### src/rtl/sram_pkg.sv
// Shared definitions for the SRAM read master and read-sniffer side.
package sram_pkg;

  localparam int unsigned ADDR_W  = 15;
  localparam int unsigned DATA_W  = 8;
  localparam int unsigned LEN_W   = 8;
  localparam int unsigned TIMER_W = 4;

  // Default phase lengths in 5 ns cycles (200 MHz)
  localparam int unsigned T_SETUP_DEF = 1;
  localparam int unsigned T_ACC_DEF   = 14;
  localparam int unsigned T_REC_DEF   = 2;

  typedef enum logic [1:0] {
    ST_IDLE    = 2'd0,
    ST_SETUP   = 2'd1,
    ST_ACCESS  = 2'd2,
    ST_RECOVER = 2'd3
  } sram_state_e;

  // Transfer in flight: current address and reads remaining after this one
  typedef struct packed {
    logic [ADDR_W-1:0] addr;
    logic [LEN_W-1:0]  len;
  } sram_req_t;

  // Timer reload value for a phase lasting 'cycles' clock cycles
  function automatic logic [TIMER_W-1:0] phase_load(input int unsigned cycles);
    return TIMER_W'(cycles - 1);
  endfunction

endpackage

### src/rtl/phase_timer.sv
// 4-bit phase down-counter; done is high once the loaded phase has elapsed.
module phase_timer
  import sram_pkg::*;
(
  input  logic               clk,
  input  logic               reset_n,
  input  logic               load,
  input  logic [TIMER_W-1:0] value,
  output logic               done
);

  logic [TIMER_W-1:0] count_q, count_d;
  logic               done_q, done_d;

  // Reload on phase entry, otherwise count down and park at zero
  always_comb begin
    count_d = count_q;
    if (load) begin
      count_d = value;
    end else if (count_q != '0) begin
      count_d = count_q - TIMER_W'(1);
    end
    done_d = (count_d == '0);
  end

  // Counter and done flag registers
  always_ff @(posedge clk or negedge reset_n) begin
    if (!reset_n) begin
      count_q <= '0;
      done_q  <= 1'b1;
    end else begin
      count_q <= count_d;
      done_q  <= done_d;
    end
  end

  assign done = done_q;

endmodule

### src/rtl/sram_read_master.sv
// Asynchronous SRAM burst read master with programmable setup/access/recovery.
module sram_read_master
  import sram_pkg::*;
#(
  parameter int unsigned T_SETUP = T_SETUP_DEF,
  parameter int unsigned T_ACC   = T_ACC_DEF,
  parameter int unsigned T_REC   = T_REC_DEF
) (
  input  logic              clk,
  input  logic              reset_n,
  input  logic              req_valid,
  output logic              req_ready,
  input  logic [ADDR_W-1:0] req_addr,
  input  logic [LEN_W-1:0]  req_len,
  output logic              rsp_valid,
  output logic [DATA_W-1:0] rsp_data,
  output logic              busy,
  output logic              sram_e_n,
  output logic              sram_o_n,
  output logic [ADDR_W-1:0] sram_addr,
  input  logic [DATA_W-1:0] sram_dq
);

  sram_state_e       state_q, state_d;
  sram_req_t         xfer_q, xfer_d;
  logic              rsp_valid_q, rsp_valid_d;
  logic [DATA_W-1:0] rsp_data_q, rsp_data_d;
  logic              strobe_n_q, strobe_n_d;
  logic              busy_q, busy_d;
  logic              req_ready_q, req_ready_d;

  logic               tmr_load;
  logic [TIMER_W-1:0] tmr_value;
  logic               tmr_done;

  phase_timer u_phase_timer (
    .clk     (clk),
    .reset_n (reset_n),
    .load    (tmr_load),
    .value   (tmr_value),
    .done    (tmr_done)
  );

  // Next-state, phase timer reload and registered output values
  always_comb begin
    state_d     = state_q;
    xfer_d      = xfer_q;
    rsp_valid_d = 1'b0;
    rsp_data_d  = rsp_data_q;
    tmr_load    = 1'b0;
    tmr_value   = '0;

    case (state_q)
      ST_IDLE: begin
        if (req_valid && req_ready_q) begin
          state_d     = ST_SETUP;
          xfer_d.addr = req_addr;
          xfer_d.len  = req_len;
          tmr_load    = 1'b1;
          tmr_value   = phase_load(T_SETUP);
        end
      end
      ST_SETUP: begin
        if (tmr_done) begin
          state_d   = ST_ACCESS;
          tmr_load  = 1'b1;
          tmr_value = phase_load(T_ACC);
        end
      end
      ST_ACCESS: begin
        if (tmr_done) begin
          state_d     = ST_RECOVER;
          rsp_valid_d = 1'b1;
          rsp_data_d  = sram_dq;
          tmr_load    = 1'b1;
          tmr_value   = phase_load(T_REC);
        end
      end
      ST_RECOVER: begin
        if (tmr_done) begin
          if (xfer_q.len == '0) begin
            state_d = ST_IDLE;
          end else begin
            state_d     = ST_SETUP;
            xfer_d.addr = xfer_q.addr + ADDR_W'(1);
            xfer_d.len  = xfer_q.len - LEN_W'(1);
            tmr_load    = 1'b1;
            tmr_value   = phase_load(T_SETUP);
          end
        end
      end
      default: state_d = ST_IDLE;
    endcase

    // Strobes, busy and ready follow the state being entered
    strobe_n_d  = (state_d != ST_ACCESS);
    busy_d      = (state_d != ST_IDLE);
    req_ready_d = (state_d == ST_IDLE);
  end

  // State and output registers; reset drops the strobes immediately
  always_ff @(posedge clk or negedge reset_n) begin
    if (!reset_n) begin
      state_q     <= ST_IDLE;
      xfer_q      <= '0;
      rsp_valid_q <= 1'b0;
      rsp_data_q  <= '0;
      strobe_n_q  <= 1'b1;
      busy_q      <= 1'b0;
      req_ready_q <= 1'b1;
    end else begin
      state_q     <= state_d;
      xfer_q      <= xfer_d;
      rsp_valid_q <= rsp_valid_d;
      rsp_data_q  <= rsp_data_d;
      strobe_n_q  <= strobe_n_d;
      busy_q      <= busy_d;
      req_ready_q <= req_ready_d;
    end
  end

  // One strobe register feeds both enables so they can never differ
  assign sram_e_n  = strobe_n_q;
  assign sram_o_n  = strobe_n_q;
  assign sram_addr = xfer_q.addr;
  assign rsp_valid = rsp_valid_q;
  assign rsp_data  = rsp_data_q;
  assign busy      = busy_q;
  assign req_ready = req_ready_q;

endmodule

### config.mk
export PLATFORM = sky130hd
export DESIGN_NAME = sram_read_master
export DESIGN_NICKNAME = d
export VERILOG_FILES = /design/src/rtl/sram_pkg.sv /design/src/rtl/phase_timer.sv /design/src/rtl/sram_read_master.sv
export SDC_FILE = /design/constraint.sdc
export NUM_CORES = 1
export LEC_CHECK = 0
export ABC_AREA = 1
export ABC_CLOCK_PERIOD_IN_PS = 3450
export CAP_MARGIN = 30
export CORE_ASPECT_RATIO = 1.4
export CORE_MARGIN = 2
export CORE_UTILIZATION = 39
export DETAILED_ROUTE_END_ITERATION = 8
export PLACE_DENSITY = 0.77
export RECOVER_POWER = 25
export SETUP_SLACK_MARGIN = 0.02
export SYNTH_ARGS = -nofsm -noshare
export SYNTH_HDL_FRONTEND = slang
export SYNTH_SLANG_ARGS = --single-unit
export TNS_END_PERCENT = 30
### constraint.sdc
create_clock -name clk -period 3.45 [get_ports clk]
set_input_delay 0.69 -clock clk [delete_from_list [all_inputs] [get_ports clk]]
set_output_delay 0.69 -clock clk [all_outputs]
set_load 0.005 [all_outputs]
### Word level (Yosys, flattened, before mapping)

Cells that the tools add are included.
Widths: inputs -> output; s select.

| operators by class | value |
|---|---|
| reduce and logical (&&, ||, !) cells | 12 |
| equality and inequality tests | 7 |
| add/sub/neg operators | 3 |
| multiplexer cells | 21 |

Operator list:

| operator | number |
|---|---|
| $mux 23 | 3 |
| $pmux 23 s2 | 1 |
| $add 15x1->15 const B | 1 |
| $mux 4 | 3 |
| $pmux 4 s3 | 1 |
| $logic_not 8->1 | 1 |
| $mux 2 | 4 |
| $pmux 2 s4 | 1 |
| $sub 8x1->8 const B | 1 |
| $mux 1 | 7 |
| $ne 2x2->1 const B | 3 |
| $eq 2x2->1 const B | 2 |
| $logic_not 2->1 | 2 |
| $logic_not 4->1 | 1 |
| $reduce_and 4->1 | 1 |
| $reduce_bool 2->1 | 2 |
| $reduce_bool 4->1 | 1 |
| $reduce_or 2->1 | 2 |
| $sub 4x1->4 const B | 1 |
| $pmux 1 s3 | 1 |
| $eq 2x1->1 const B | 1 |
| $ne 2x1->1 const B | 1 |
| $reduce_and 2->1 | 1 |
| $logic_and 1x1->1 | 1 |

| storage, ports and cells | value |
|---|---|
| input port bits | 34 |
| bits in registers | 42 |
| output and inout port bits | 28 |
| word-level logic and storage cells | 53 |

### Longest topological paths before layout

Gate-level depths: netlist of the first run.

| logic depth | value |
|---|---|
| depth after elaboration | 6 |
| gate-level depth with buffers | 11 |

### Hierarchy

From an unflattened synthesis of the first run, not the netlist that was laid out.

| unflattened totals | value |
|---|---|
| cell total of the unflattened synthesis | 395 |
| area total of the unflattened synthesis | 2715.1 um2 |

Modules (own cells, without submodules):

| module | cells an instance | area each (um2) | seq. area each (um2) | times used |
|---|---|---|---|---|
| sram_read_master | 349 | 2404.8 | 928.4 | 1 |
| phase_timer | 46 | 310.3 | 126.4 | 1 |

### Worst setup path before layout of the first run

No wires, ideal clock.

| timing path | value |
|---|---|
| path kind | register to register |
| start | register state_q[0] |
| end | register xfer_q, in the netlist sram_addr[3] |
| path buffers | 1 |
| arrival | 1.357 ns |
| library setup time | 0.121 ns |
| period minus slack after synthesis | 1.478 ns |
| cell stages (with the launch flop) | 11 |
| setup slack | 1.972 ns |
| cell sequence | dfrtp_1 -> inv_1 -> ha_1 -> inv_1 -> a21oi_2 -> inv_1 -> nand2_4 -> inv_4 -> buf_6 -> nand2_1 -> o21ai_2 |

| between the ends | value |
|---|---|
| longest elaborated chain between the ends | 3 |
| elaborated cells between the ends (all ways) | 8 |

Ends and longest elaborated chain:

| item | RTL line | source |
|---|---|---|
| from (decl) | sram_read_master.sv:24 | `sram_state_e state_q, state_d;` |
| from (signal assigned) | sram_read_master.sv:112 | `state_q <= state_d;` |
| $eq 2x2->1 or $logic_not 2->1 (tied branches) | sram_read_master.sv:53 | `case (state_q)` |
| $ne 2x1->1 (no line) (tied with other cells) | -- |  |
| $reduce_and 4->1 (no line) | -- |  |
| to (signal assigned) | sram_read_master.sv:113 | `xfer_q <= xfer_d;` |
| to (decl) | sram_read_master.sv:25 | `sram_req_t xfer_q, xfer_d;` |

Parallel ways exist; a longest one is shown, timed or not.
A chain may end at the register's enable or synchronous reset.

==> results of run 1 <==
## stage by stage
stage,instances,power [mW]
floorplan,361,0.521
global placement,489,0.580
detailed placement,489,0.580
CTS,497,1.06
global route,498,1.09
finish,498,1.05
## flip-flops by register name (all words and copies together), names as in the netlist
| signal | cells |
|---|---|
| sram_addr | 15 |
| state_q | 2 |
| busy | 1 |
| sram_e_n | 1 |
| u_phase_timer.count_q | 4 |
| rsp_valid | 1 |
| req_ready | 1 |
| u_phase_timer.done | 1 |
| rsp_data | 8 |
| xfer_q | 8 |
## routing by layer
| metal | vias to the layer above | share of wire |
|---|---|---|
| li1 | 1211 | - |
| met1 | 1127 | 0.41 |
| met2 | 63 | 0.53 |
| met3 | 6 | 0.051 |
| met4 | 0 | 0.013 |
| met5 | - | 0 |
## Yosys cell counts
| cell type | number |
|---|---|
| nand2_1 | 130 |
| dfrtp_1 | 39 |
| inv_1 | 32 |
| nor2_1 | 29 |
| nand3_1 | 25 |
| buf_4 | 18 |
| o21ai_0 | 15 |
| o21ai_2 | 9 |
| ha_1 | 8 |
| xor2_1 | 7 |
| nand4_1 | 4 |
| a21oi_1 | 3 |
| buf_2 | 3 |
| buf_6 | 3 |
| dfstp_2 | 3 |
| nand2_2 | 3 |
| nor2_4 | 3 |
| nor3_1 | 3 |
| o211ai_2 | 3 |
| or2_2 | 3 |
| clkbuf_1 | 2 |
| nand3b_1 | 2 |
| o211ai_1 | 2 |
| a21oi_2 | 1 |
| a31oi_1 | 1 |
| clkinv_1 | 1 |
| inv_2 | 1 |
| inv_4 | 1 |
| nand2_4 | 1 |
| nand3_4 | 1 |
| nor2_2 | 1 |
| nor3_2 | 1 |
| o21ai_1 | 1 |
| o22ai_1 | 1 |
| o31ai_1 | 1 |
## worst reg2reg max path: stages, from the launching register on
cell	delay, ps
dfrtp_1	400
ha_1	200
buf_4	300
nand2_1	90
inv_1	70
o21ai_2	80
nand2_2	80
nand2_4	160
inv_4	300
o21ai_0	150
nand2_1	70
nand2_1	40
## area by class of cell
class,instances,share of cell area
flip-flops and latches,42,0.313
clock inverters,2,0.0178
repair buffers,63,0.183
well taps,92,0.0341
clock buffers,6,0.0245
inverters,35,0.0397
multi-input cells,258,0.388
## power breakdown
group / total (mW) / internal, mW / switching (mW) / leakage [nW]
clock: 0.483 / 0.309 / 0.175 / 0.0714
sequential: 0.500 / 0.497 / 0.00290 / 0.506
combinational: 0.0703 / 0.0455 / 0.0248 / 1.01
## cell families after synthesis
| kind of cell | synth area share |
|---|---|
| DFF | 0.392 |
| adders and majority gates | 0.0372 |
| and+or+nand+nor | 0.332 |
| buffers and inverters | 0.121 |
| AOI/OAI and AO/OA | 0.0949 |
| xor gates and xnor gates | 0.0228 |
## final timing paths
path | startpoint | to | slack [ps] | depth (start not counted)
max in group clk | sram_addr[4] | sram_addr[4] | 1390 | 1
worst min-delay path | reset_n | sram_addr[6] | 300 | 1
worst min register to register | rsp_data[4] | rsp_data[4] | 490 | 2
worst max register to register | state_q[0] | xfer_q[5] | 1400 | 11
min in group clk | rsp_data[4] | rsp_data[4] | 490 | 2
worst max-delay path | reset_n | sram_addr[8] | 1030 | 2
==> results.ini, run 1 <==
[outcome]
status=complete, but fails checks
violations=capacitance limit, slew limit

[cells_and_area]
ff_latch_area_um2=1050
mostFrequentLayoutCells=nand2_1 (130), clkdlybuf4s50_1 (60), dfrtp_1 (39)
layout_commonest_cell=nand2_1
utilization=0.510
finalInstanceArea_um2=3370
n_fill_cell=655
area_growth_pct=25.3
num-nets-final=447
diodes=0
multi_input_area_um2=1310
drive_above_1_share=0.0985

[global_routing]
grt_pass1_vias=2327
grt_pass1_wl_um=9870
antenna_found_initial=0
grtUsageMet1=0.183
track_usage=0.167
global_route.usage.met2=0.310
overflow=0
grt_max_degree=43
grt.busiest_layer=met2
gr-usage-met3=0.0375

[sta]
finalSetupTns_ps=0
hold_viol=0
slew_viol_final=36
hold-worst-slack_ps=299
setup_ws_ps=1030
min_period_over_period=0.701
rsz0062_at_grt=no
fmax_mhz=413
relSlewSlack=-0.264
setup_viol=0
period_needed_ps=2420
max_slew.worst_pin.slew_ps=1900
fin_skew_ps=7.87

[route]
drt_first_pass_iters=4
drt_iter0_markers=98
drc=0
wirelength_um=5790
ant_nets=0
vias=2407
wl_per_cell_um=11.6
viasPerCell=4.83

[floorplanning]
die_h_um=102
coreArea_um2=6610
ios=62
die_w_um=74.2
dieArea_um2=7590
rows=35
initial_core_util=0.407

[worst_setup_path]
cpPeakStageDelay_ps=1400
cp_max_fo=35
cp.required_ps=3500
crit_top_cell=clkbuf_1
worst-path-buf-inv=2
end_kind=asynchronous set/reset pin
worstSetupPathType=input port to asynchronous set/reset pin
cp_cell_sequence=clkbuf_1 > clkbuf_1
arrival_ps=2470
cpLargestDelayFamily=buffers and inverters
cp-start-kind=input port
crit_slowest_cell=clkbuf_1

[placement]
gp_congestion=0.827
portBuffers=61
post-place-ws_ps=1170
dpl_cell_area_um2=3230
dp_hpwl_um=4190

[synthesis]
syn_avg_cell_area_um2=7.45
synthCells=361
synth_top_area_frac=0.363
yosys_warnings=0
synth_area_um2=2690
synth_area_leader_cell=dfrtp_1
ys_ff_latch=42
yosysSeqAreaShare=0.392
ys_top_cells_by_area=dfrtp_1 (36%), nand2_1 (18%), buf_4 (5.0%)
synth_cell_types=35
syn-num-nets=403

[worst_hold_path]
hp-class=input port to asynchronous set/reset pin

[clocking]
cts_inserted_buffers=5
h-tree-depth=2
post_cts_buffers=0
cts_tree=yes
cts_sinks=42
post_cts_resized=0
ctsLongestPathBuffers=2
hold_buffers=0
clkLatencyLatePin_ps=300
cts-root-buf=clkbuf_8
clk_pin_slew_ps=80

[pwr]
ir_drop_uv=190
p_leak_nw=1.59
power.density_nw_per_um2=312

[job]
drv_cap=1

No activity file was read; power rests on OpenSTA's default activity.
==> run 2, diff against run 1 <==
- ABC_CLOCK_PERIOD_IN_PS: 3450 -> 2400
- clock period: 3.45 -> 2.4 ns (I/O delays scaled with it)
==> run 2 against run 1 <==
Compared with the run above: the flow now finishes without violations; largest cell class unchanged; critical path depth down 1; design area decreased by 0.30%; sequential cell count is the same; routed wire length is 2.8% higher; critical endpoint is now sram_addr[4].
==> results.ini, run 2 (synthesis results as in run 1) <==
[route]
wirelength_um=5950  ; +2.8%
viasPerCell=4.89  ; +1.2%
drt_first_pass_iters=4  ; unchanged
vias=2451  ; +1.8%
drc=0  ; unchanged
drt_iter0_markers=74  ; -24%
ant_nets=0  ; unchanged
wl_per_cell_um=11.9  ; +2.2%

[worst_setup_path]
cp-start-kind=register
cpPeakStageDelay_ps=560  ; -840 ps
cp.depth=1  ; -1
cp_cell_sequence=clkdlybuf4s50_1
worst_r2r_endpoint=xfer_q[5]
end_kind=output port
worstSetupPathType=register to output port
endpoint=sram_addr[4]
r2r-start=state_q[0]
worst-path-buf-inv=1  ; -1
cp.required_ps=1920  ; -1580 ps
crit_slowest_cell=clkdlybuf4s50_1
crit_start=sram_addr[4]
arrival_ps=1380  ; -1090 ps
reg2reg_slack_ps=550  ; -850 ps
r2r_cells=9  ; -2
cpLargestDelayFamily=buffers and inverters
cp_max_fo=7  ; -80%

[global_routing]
track_usage=0.174  ; +0.00702
grt_max_degree=26  ; -40%
grt_pass1_wl_um=10500  ; +6.1%
antenna_found_initial=0  ; unchanged
overflow=0  ; unchanged
grt_pass1_vias=2425  ; +4.2%

[clocking]
post_cts_buffers=0  ; unchanged
h-tree-depth=2  ; unchanged
clk_pin_slew_ps=90  ; about the same
cts_sinks=42  ; unchanged
clkLatencyLatePin_ps=300  ; about the same
cts_inserted_buffers=5  ; unchanged
ctsLongestPathBuffers=2  ; unchanged
hold_buffers=0  ; unchanged
cts_tree=yes
post_cts_resized=0  ; unchanged
cts-root-buf=clkbuf_8

[cells_and_area]
diodes=0  ; unchanged
layout_commonest_cell=nand2_1
n_fill_cell=656  ; +0.15%
mostFrequentLayoutCells=nand2_1 (130), clkdlybuf4s50_1 (60), dfrtp_1 (39)
num-nets-final=450  ; +0.67%
drive_above_1_share=0.103  ; +0.00417
area_growth_pct=25.0
largest_reg_flops=15  ; unchanged

[sta]
slew_viol_final=0  ; -100%
finalSetupTns_ps=0  ; unchanged
fmax_mhz=537
relSlewSlack=0.119  ; +0.383
min_period_over_period=0.776
max_slew.worst_pin.slew_ps=1320  ; -574 ps
hold-worst-slack_ps=452  ; +152 ps
setup_viol=0  ; unchanged
period_needed_ps=1860
fin_skew_ps=10.7  ; +2.86 ps
hold_viol=0  ; unchanged
rsz0062_at_grt=no

[pwr]
power.density_nw_per_um2=412  ; +32%
p_leak_nw=1.58  ; -0.35%
ir_drop_uv=347  ; +82%

[floorplanning]
coreArea_um2=6610  ; unchanged
ios=62  ; unchanged
rows=35  ; unchanged
die_h_um=102  ; unchanged
die_w_um=74.2  ; unchanged
initial_core_util=0.407  ; unchanged
dieArea_um2=7590  ; unchanged

[placement]
gp_congestion=0.861  ; +4.1%
portBuffers=61  ; unchanged
dp_hpwl_um=4410  ; +5.2%

[job]
drv_cap=0  ; -1

[outcome]
status=completed

[worst_hold_path]
hp-class=input port to asynchronous set/reset pin

## run 2: cell types whose count changed in the layout (fill, tap and decap cells not counted), sizes merged
cell	change
buf	+3
bufinv	-1
clkinvlp	+1
## run 2: layout make-up
class	count	area, um2	share of cell area
inverter	35	134	0.0398
timing repair buffer	66	638	0.190
clock inverter	2	37.5	0.0112
tap	92	115	0.0342
multi-input combinational	258	1310	0.390
sequential	42	1050	0.314
clock buffer	6	72.6	0.0216
## run 2: through the flow
| stage | setup WS [ps] | std cells | area, um2 | util | power [mW] |
|---|---|---|---|---|---|
| detailed placement | 533 | 493 | 3260 | 0.493 | 0.837 |
| CTS | 529 | 501 | 3370 | 0.509 | 1.40 |
| floorplan | 922 | 361 | 2690 | - | 0.748 |
| global placement | 547 | 493 | 3260 | 0.493 | 0.837 |
| global route | 320 | 501 | 3360 | 0.508 | 1.43 |
| finish | 538 | 501 | 3360 | 0.508 | 1.39 |
## run 2: metal layers
layer,global-route usage,wire length (um),share of wire,vias up
met5,0,0,0,-
met4,0.0685,157,0.026,0
met3,0.0355,338,0.057,15
met2,0.313,3080,0.52,75
met1,0.197,2380,0.40,1143
li1,-,-,-,1218
## run 2: worst min path at each step
stage / to / slack [ps] / depth (start not counted)
6_report: sram_addr[4] / 450 / 1
3_3_place_gp: rsp_data[6] / 470 / 2
5_1_grt: rsp_data[4] / 520 / 2
3_5_place_dp: rsp_data[6] / 470 / 2
2_1_floorplan: busy / 180 / 0
4_1_cts: sram_addr[4] / 180 / 1
## run 2: where the power goes
group | internal [mW] | switching [mW] | total [mW] | leakage [nW]
logic | 0.0665 | 0.0364 | 0.103 | 1.02
registers | 0.714 | 0.00373 | 0.718 | 0.506
clock network | 0.311 | 0.254 | 0.565 | 0.0514
total | 1.09 | 0.294 | 1.39 | 1.58
==> patch, RTL diff (settings of run 1) <==
Set the package constant `ADDR_W` to 14 (it was 15).
--- a/src/rtl/sram_pkg.sv
+++ b/src/rtl/sram_pkg.sv
@@ -1,7 +1,7 @@
 // Shared definitions for the SRAM read master and read-sniffer side.
 package sram_pkg;
 
-  localparam int unsigned ADDR_W  = 15;
+  localparam int unsigned ADDR_W  = 14;
   localparam int unsigned DATA_W  = 8;
   localparam int unsigned LEN_W   = 8;
   localparam int unsigned TIMER_W = 4;
Interface: changed (resized req_addr and sram_addr); port bits go from 62 to 60. No check against the original RTL was run, so the function may have changed too.
==> patch against run 1 <==
  * Area after synthesis fell by 5.1%
  * Wire length increased by 1.3%
  * The flow finishes with violations (max-capacitance violations)
  * Combinational power increased by 0.7%
  * Sequential cell count down 1
  * Power shrank 17%
  * Largest cell class unchanged
  * Cell count decreased by 6.6%
  * Count of clock-buffer cells in the layout is the same
  * Setup slack got worse by 0.23 ns
  * Hold slack better by 0.17 ns
  * Final area is 7.1% lower
  * Core utilization decreased by 0.89 points
  * Clock skew rose by 0.00059 ns
  * Die area is 4.9% lower
==> patch: results <==
group,metric,value,unit
outcome,status,"complete, but fails checks",
outcome,violations,"max-capacitance violations",
critical_path,r2r_cells,10,
final_layout,fillers,645,
grt,grt_usage,17.1,%
grt,grt_pass1_wl,9990,um
synth,synthXorXnorAreaFrac,2.40,%
synth,synthAdderAreaFrac,3.92,%
grt,grt_pass1_vias,2292,
synth,synth_nets,390,
power_and_ir_drop,leakage,0.00158,uW
placed_design,gp_congestion,0.885,
synth,synth-compound-area-share,9.46,%
power_and_ir_drop,ir_worst_vdd,0.224,mV
final_layout,final_layout_size_suffix_gt1_share,7.89,%
synth,synthTopCellsByArea,"dfrtp_1 37%, nand2_1 19%, nor2_1 4.7%",
critical_path,crit_slowest_cell,"ha_1",
placed_design,place_hpwl,4220,um
critical_path,rrSetupSlack,0.80,ns
routing,viasPerCell,4.93,
synth,synthTopCellsByCount,"130 x nand2_1, 38 x dfrtp_1, 32 x nor2_1, 30 x inv_1, 21 x nand3_1",
critical_path,critical_path.max_stage_delay,0.50,ns
flow_run,max-cap-violations,1,
synth,ys_seq_area_share,40.3,%
synth,synth.distinct_cells,31,
routing,drt_iter0_markers,94,
critical_path,critPathMaxFanout,31,
sta,fin_worst_skew,0.00846,ns
[patch: through the flow]
step / instances / cell area [sq um] / power [uW] / worst slack (ns)
after CTS: 464 / 3130 / 887 / 0.784
after global placement: 456 / 3040 / 569 / 0.867
after global routing: 465 / 3130 / 913 / 0.428
after detailed placement: 456 / 3040 / 569 / 0.802
after floorplan: 349 / 2550 / 510 / 1.96
final: 465 / 3130 / 874 / 0.804
[patch: logic make-up after synthesis]
group,count (synthesis)
adders and majority gates,8
DFF,41
AOI/OAI and AO/OA,38
xor gates and xnor gates,7
buffers and inverters,57
and+or+nand+nor,198
[patch: routing by layer]
metal,routed length (um),global-route usage [%],vias to the layer above,part of all wire [%]
li1,-,-,1162,-
met3,321,3.14,5,5.5
met5,0,0,-,0
met4,52,5.13,0,0.89
met2,3040,31.3,61,52
met1,2450,19.9,1066,42
[patch: worst max-delay path: cells and delay by family, from the launching register on]
kind | cells | cell delay (ns)
adder cells (fa/ha/maj) | 1 | 0.50
buffers and inverters | 3 | 0.91
flip-flops | 1 | 0.42
AND/OR/NAND/NOR | 5 | 0.53
AO/OA/AOI/OAI | 1 | 0.16
[patch: cell type report]
type,count,share of cell area (%)
multi-input combinational,251,38.6
sequential,41,32.9
timing repair buffer,61,19.0
inverter,32,3.83
tap,72,2.88
clock buffer,6,2.32
clock inverter,2,0.479
[patch: worst max-delay path by stage]
| stage | from | endpoint | slack (ns) | cells past startpoint |
|---|---|---|---|---|
| 2_1_floorplan | state_q[0] | xfer_q[7] | 1.96 | 9 |
| 3_3_place_gp | state_q[0] | xfer_q[5] | 0.87 | 10 |
| 3_5_place_dp | state_q[0] | xfer_q[5] | 0.80 | 10 |
| 4_1_cts | state_q[0] | xfer_q[5] | 0.78 | 10 |
| 5_1_grt | state_q[0] | xfer_q[5] | 0.43 | 10 |
| 6_report | state_q[0] | xfer_q[5] | 0.80 | 10 |
[patch: power groups by stage]
stage	clock network, uW	registers (uW)	logic, uW
floorplan	0	497	12.5
global placement	0	497	71.5
detailed placement	0	497	71.6
CTS	327	488	72.1
global route	346	489	79.1
finish	316	488	70.8
